<file path="src/rtl/readout_pkg.sv">
// Shared types and default timing for the pixel readout path.
// Used by the scheduler and the pixel array top.
package readout_pkg;

  typedef enum logic [1:0] {
    IDLE,
    SETTLE,
    GATE,
    EMIT
  } state_e;

  localparam int DEF_GATE_CYCLES   = 50000;
  localparam int DEF_SETTLE_CYCLES = 4;

endpackage

</file>
<file path="src/rtl/edge_gate_counter.sv">
// Edge detector with saturating counter for one gated measurement.
// READOUT_BOTH_EDGES_EN counts both edges instead of rising only.
module edge_gate_counter #(
  parameter int COUNT_BITS = 16
) (
  input  logic                  clk,
  input  logic                  rst,
  input  logic                  sample,
  input  logic                  clr,
  input  logic                  en,
  output logic [COUNT_BITS-1:0] count_d,
  output logic [COUNT_BITS-1:0] count_q
);

  logic prev_q;
  logic prev_d;
  logic edge_hit;

`ifdef READOUT_BOTH_EDGES_EN
  assign edge_hit = sample ^ prev_q;
`else
  assign edge_hit = sample & ~prev_q;
`endif

  always_comb begin
    prev_d  = sample;
    count_d = count_q;
    if (clr) begin
      count_d = '0;
    end else if (en && edge_hit && (count_q != '1)) begin
      count_d = count_q + 1'b1;
    end
  end

  always_ff @(posedge clk) begin
    if (rst) begin
      prev_q  <= 1'b0;
      count_q <= '0;
    end else begin
      prev_q  <= prev_d;
      count_q <= count_d;
    end
  end

endmodule

</file>
<file path="src/rtl/pixel_readout_scheduler.sv">
// Scans frequency-coded pixels: select, settle, gate-count, emit.
// Optional READOUT_BOTH_EDGES_EN is handled in edge_gate_counter.
module pixel_readout_scheduler
  import readout_pkg::*;
#(
  parameter  int NUM_PIXELS    = 16,
  parameter  int GATE_CYCLES   = DEF_GATE_CYCLES,
  parameter  int SETTLE_CYCLES = DEF_SETTLE_CYCLES,
  parameter  int COUNT_BITS    = 16,
  localparam int SEL_BITS      = $clog2(NUM_PIXELS)
) (
  input  logic                  CLK,
  input  logic                  RST,
  input  logic                  START,
  input  logic                  CONTINUOUS,
  input  logic [NUM_PIXELS-1:0] PIX_FREQ_IN,
  output logic [SEL_BITS-1:0]   PIX_SEL,
  output logic                  BUSY,
  output logic [COUNT_BITS-1:0] DATA_OUT,
  output logic [SEL_BITS-1:0]   DATA_PIX,
  output logic                  DATA_VALID,
  input  logic                  DATA_READY,
  output logic                  FRAME_DONE
);

  localparam int TMAX     = (GATE_CYCLES > SETTLE_CYCLES) ?
                            GATE_CYCLES : SETTLE_CYCLES;
  localparam int TMR_BITS = $clog2(TMAX + 1);

  localparam logic [TMR_BITS-1:0] GATE_END   = TMR_BITS'(GATE_CYCLES - 1);
  localparam logic [TMR_BITS-1:0] SETTLE_END = TMR_BITS'(SETTLE_CYCLES - 1);
  localparam logic [SEL_BITS-1:0] LAST_PIX   = SEL_BITS'(NUM_PIXELS - 1);

  state_e                state_q, state_d;
  logic [TMR_BITS-1:0]   tmr_q, tmr_d;
  logic [SEL_BITS-1:0]   pix_sel_q, pix_sel_d;
  logic [COUNT_BITS-1:0] data_out_q, data_out_d;
  logic [SEL_BITS-1:0]   data_pix_q, data_pix_d;
  logic                  data_valid_q, data_valid_d;
  logic                  frame_done_q, frame_done_d;
  logic                  busy_q, busy_d;

  logic [COUNT_BITS-1:0] cnt_d;
  logic [COUNT_BITS-1:0] cnt_q;

  edge_gate_counter #(
    .COUNT_BITS (COUNT_BITS)
  ) u_cnt (
    .clk     (CLK),
    .rst     (RST),
    .sample  (PIX_FREQ_IN[pix_sel_q]),
    .clr     (state_q == SETTLE),
    .en      (state_q == GATE),
    .count_d (cnt_d),
    .count_q (cnt_q)
  );

  always_comb begin
    state_d      = state_q;
    tmr_d        = tmr_q;
    pix_sel_d    = pix_sel_q;
    data_out_d   = data_out_q;
    data_pix_d   = data_pix_q;
    data_valid_d = data_valid_q;
    frame_done_d = 1'b0;
    busy_d       = busy_q;
    unique case (state_q)
      IDLE: begin
        if (START) begin
          state_d   = SETTLE;
          tmr_d     = '0;
          pix_sel_d = '0;
          busy_d    = 1'b1;
        end
      end
      SETTLE: begin
        if (tmr_q == SETTLE_END) begin
          state_d = GATE;
          tmr_d   = '0;
        end else begin
          tmr_d = tmr_q + 1'b1;
        end
      end
      GATE: begin
        // cnt_d includes an edge seen in the final gate cycle
        if (tmr_q == GATE_END) begin
          state_d      = EMIT;
          tmr_d        = '0;
          data_out_d   = cnt_d;
          data_pix_d   = pix_sel_q;
          data_valid_d = 1'b1;
        end else begin
          tmr_d = tmr_q + 1'b1;
        end
      end
      EMIT: begin
        if (DATA_READY) begin
          data_valid_d = 1'b0;
          tmr_d        = '0;
          if (pix_sel_q == LAST_PIX) begin
            frame_done_d = 1'b1;
            pix_sel_d    = '0;
            if (CONTINUOUS) begin
              state_d = SETTLE;
            end else begin
              state_d = IDLE;
              busy_d  = 1'b0;
            end
          end else begin
            pix_sel_d = pix_sel_q + 1'b1;
            state_d   = SETTLE;
          end
        end
      end
    endcase
  end

  always_ff @(posedge CLK) begin
    if (RST) begin
      state_q      <= IDLE;
      tmr_q        <= '0;
      pix_sel_q    <= '0;
      data_out_q   <= '0;
      data_pix_q   <= '0;
      data_valid_q <= 1'b0;
      frame_done_q <= 1'b0;
      busy_q       <= 1'b0;
    end else begin
      state_q      <= state_d;
      tmr_q        <= tmr_d;
      pix_sel_q    <= pix_sel_d;
      data_out_q   <= data_out_d;
      data_pix_q   <= data_pix_d;
      data_valid_q <= data_valid_d;
      frame_done_q <= frame_done_d;
      busy_q       <= busy_d;
    end
  end

  assign PIX_SEL    = pix_sel_q;
  assign BUSY       = busy_q;
  assign DATA_OUT   = data_out_q;
  assign DATA_PIX   = data_pix_q;
  assign DATA_VALID = data_valid_q;
  assign FRAME_DONE = frame_done_q;

endmodule

</file>
<file path="config.mk">
export PLATFORM = sky130hd
export DESIGN_NAME = pixel_readout_scheduler
export DESIGN_NICKNAME = d
export VERILOG_FILES = /design/src/rtl/readout_pkg.sv /design/src/rtl/edge_gate_counter.sv /design/src/rtl/pixel_readout_scheduler.sv
export SDC_FILE = /design/constraint.sdc
export NUM_CORES = 1
export LEC_CHECK = 0
export ABC_CLOCK_PERIOD_IN_PS = 1900
export CAP_MARGIN = 10
export CORE_MARGIN = 2
export CORE_UTILIZATION = 49
export DETAILED_ROUTE_END_ITERATION = 10
export PLACE_DENSITY = 0.76
export SLEW_MARGIN = 10
export SYNTH_ARGS = -nofsm -noshare
export SYNTH_HDL_FRONTEND = slang
export SYNTH_SLANG_ARGS = --single-unit
</file>
<file path="constraint.sdc">
create_clock -name CLK -period 1.9 [get_ports CLK]
set_input_delay 0.38 -clock CLK [delete_from_list [all_inputs] [get_ports CLK]]
set_output_delay 0.38 -clock CLK [all_outputs]
set_load 0.01 [all_outputs]
</file>
==> flow_summary.yaml <==
logic_synthesis:
  avgSynthCellArea_um2: 8.631
  yosysMostFrequentCell: "dfxtp_1"
  synthCells: 362
  yosys-top-cells-area: "dfxtp_1, nor2_1, nand2_1"
  synth_nets: 391
  synth.largest_area_cell: "dfxtp_1"
  ys_seq_area_share_pct: 39.73
  synth_commonest_cells: "dfxtp_1, nor2_1, nand2_1"
  netlist.area_leader.share_pct: 39.73
  ys.flop_type: "dfxtp_1"
  synth_edf_count: 0
  synth_warnings: 0
  syn-cell-area_um2: 3124
  ys_ff_latch: 62
  synth_cell_type_count: 57
  postSynth.asyncResetShare_pct: 0
setup_path:
  slowest_stage: "or4_4"
  critPathLaunchType: "flip-flop"
  crit_chain: "nand4_1, or4_4, o211ai_2, buf_6, a211oi_2, xnor2_1, o21ai_1"
  crit_path_max_incr_delay_ps: 650
  reg2reg_from: "u_cnt.count_q[12]"
  cp-end-kind: "flip-flop"
  worst_ep_arrival_time_ps: 2190
  critPathBufInv: 1
  critical_path.top_delay_family: "simple AND/OR/NAND/NOR gates"
  rr_worst_depth: 7
  crit-reg2reg-capture: "DATA_OUT[6]"
  cp_max_fo: 6
  required_ps: 2120
  r2r_slack_ps: -70
  cp.depth: 7
  setup.worst_path.class: "reg -> reg"
floorplanning:
  dieArea_um2: 7031
  io-pin-count: 48
  rows: 29
  dieHeight_um: 83.85
  initial_core_util_pct: 50.06
  die_x_um: 83.85
  design.core.area_um2: 6241
placement:
  dp_slack_ps: -314.7
  dp_hpwl_um: 5733
  gp_congestion: 0.9045
  io_buffer_count: 47
global_routing:
  grt_pass1_wl_um: 13230
  antenna_found_initial: 0
  overflow: 0
  grt_max_degree: 17
  grt_pass1_vias: 2894
  gr-usage-all-layers_pct: 23.36
power:
  power_density_nw_per_um2: 782.6
  ir_drop_v: 0.0005648
  p_leak_nw: 1.601
cells_and_area:
  final-seq-area_um2: 1261
  antennaDiodeCount: 0
  drive_gt1_share_pct: 31.38
  multi_input_area_um2: 2047
  area_growth_pct: 49.10
  nNetsFinal: 502
  n_fill_cell: 434
outcome:
  violations: "setup timing"
  status: "complete, but fails checks"
sta:
  tns_ps: -527.2
  period_minus_slack_ps: 1967
  fmax_mhz: 508.3
  layout_setup_ws_ps: -67.15
  setup_viol: 18
  tightest_slew_ps: 468.9
  clock_skew_ps: 8.505
  hold_violations: 0
  relSlewSlack_pct: 68.41
  drv_slew: 0
  min_period_over_period_pct: 103.5
  rsz0062_at_grt: "true"
routing:
  drc: 0
  wl_per_cell_um: 16.33
  antenna_left: 0
  drt-pass1-iter-count: 6
  via_count: 3153
  via_per_inst: 5.681
  drtIter0Drc: 214
  wl_um: 9061
clock_network:
  clock_path_buffers: 2
  clk_pin_slew_ps: 70
  clock_latency_ps: 340
  ctsHoldBuffers: 0
  cts_root_buf: "clkbuf_8"
  cts_tree: "built"
  clock-sinks: 62
  cts_htree_levels: 3
  cts_made_buffers: 9
worst_hold_path:
  hold_path_depth: 2
  min_from: "DATA_OUT[5]"
  whs_endpoint: "DATA_OUT[5]"
  hold_class: "reg -> reg"
job:
  drv_cap: 0
## kinds of logic (layout without fill, tap and decap cells)
family | Yosys count | in the layout | synth area share (%)
xor gates and xnor gates | 29 | 29 | 8.130
AOI/OAI and AO/OA | 71 | 71 | 17.54
adders and majority gates | 8 | 8 | 3.204
DFF | 62 | 62 | 39.73
and+or+nand+nor | 160 | 161 | 24.79
buffers and inverters | 22 | 137 | 3.404
muxes | 10 | 10 | 3.204
## where the power goes
group / leakage [nW] / internal [W] / switching (W) / total [W]
registers: 0.507 / 0.00134 / 0.0000329 / 0.00137
clock network: 0.120 / 0.000845 / 0.000511 / 0.00136
logic: 0.974 / 0.000427 / 0.000489 / 0.000915
## final cells by class
type	instances	share of cell area, %
clock buffer	13	3.626
tap	77	2.068
inverter	8	0.6446
timing repair buffer	113	21.25
sequential	62	27.07
multi-input combinational	279	43.94
clock inverter	3	1.397
## per-stage QoR
step / hold WS [ps] / total power, W / utilization [%] / std cells / cell area (um2)
3_5_place_dp: 438.9 / 0.002170 / 65.96 / 536 / 4116
4_1_cts: 447.9 / 0.003539 / 70.95 / 552 / 4428
6_report: 443.4 / 0.003645 / 74.64 / 555 / 4658
2_1_floorplan: 448.4 / 0.001847 / - / 362 / 3133
3_3_place_gp: 436.2 / 0.002141 / 65.96 / 536 / 4116
5_1_grt: 463.7 / 0.003787 / 74.64 / 555 / 4658
## worst max path at each step
| stage | slack (ps) | start | end |
|---|---|---|---|
| 6_report | -70 | u_cnt.count_q[12] | DATA_OUT[6] |
| 5_1_grt | -130 | u_cnt.count_q[12] | DATA_OUT[7] |
| 4_1_cts | -9 | u_cnt.count_q[15] | DATA_OUT[7] |
| 3_5_place_dp | -310 | PIX_FREQ_IN[1] | DATA_OUT[15] |
| 3_3_place_gp | -310 | PIX_FREQ_IN[12] | DATA_OUT[15] |
| 2_1_floorplan | 4 | tmr_q[0] | tmr_q[12] |
## per-layer routing
| layer | vias to the layer above | track usage (%) | part of all wire (%) |
|---|---|---|---|
| met1 | 1487 | 28.67 | 40 |
| li1 | 1500 | - | - |
| met3 | 27 | 6.528 | 6.5 |
| met5 | - | 0 | 0 |
| met4 | 0 | 8.504 | 2.4 |
| met2 | 139 | 39.13 | 51 |
## placed cells by master (no fill, tap or decap), drive strengths merged, types with 2 or more instances in the layout
master,netlist,routed
a2111oi,2,2
a211oi,6,6
a21boi,2,2
a21oi,21,21
a31oi,2,2
and2,3,3
and3,4,4
and4,2,2
buf,7,66
bufinv,0,2
clkbuf,7,13
clkdlybuf4s50,0,47
dfxtp,62,62
ha,8,8
inv,8,8
mux2i,10,10
nand2,48,48
nand2b,3,3
nand3,19,19
nand4,11,11
nor2,50,50
nor2b,2,2
nor3,4,4
nor4,3,3
o2111ai,3,3
o211ai,2,2
o21ai,22,22
o32ai,4,4
or2,2,3
or3,2,2
or4,2,2
xnor2,19,19
xor2,10,10
## flip-flops by register name (all words and copies together) (netlist names)
register	flops
DATA_VALID	1
PIX_SEL	4
BUSY	1
state_q	2
FRAME_DONE	1
DATA_OUT	16
u_cnt.prev_q	1
DATA_PIX	4
u_cnt.count_q	16
tmr_q	16
## tightest hold or removal path, stage by stage (launching register included)
cell and delay (ps):
dfxtp_1 310, nand2_1 50, o21ai_1 50
## what timing repair did
item	CTS	global route
hold endpoints to repair	0	0
cloned	0	1
gates resized for setup	22	48
endpoints found under the setup margin	51	50
setup buffers	0	2
pin swaps	5	10
Note: power is estimated with default switching activity, not from simulation.
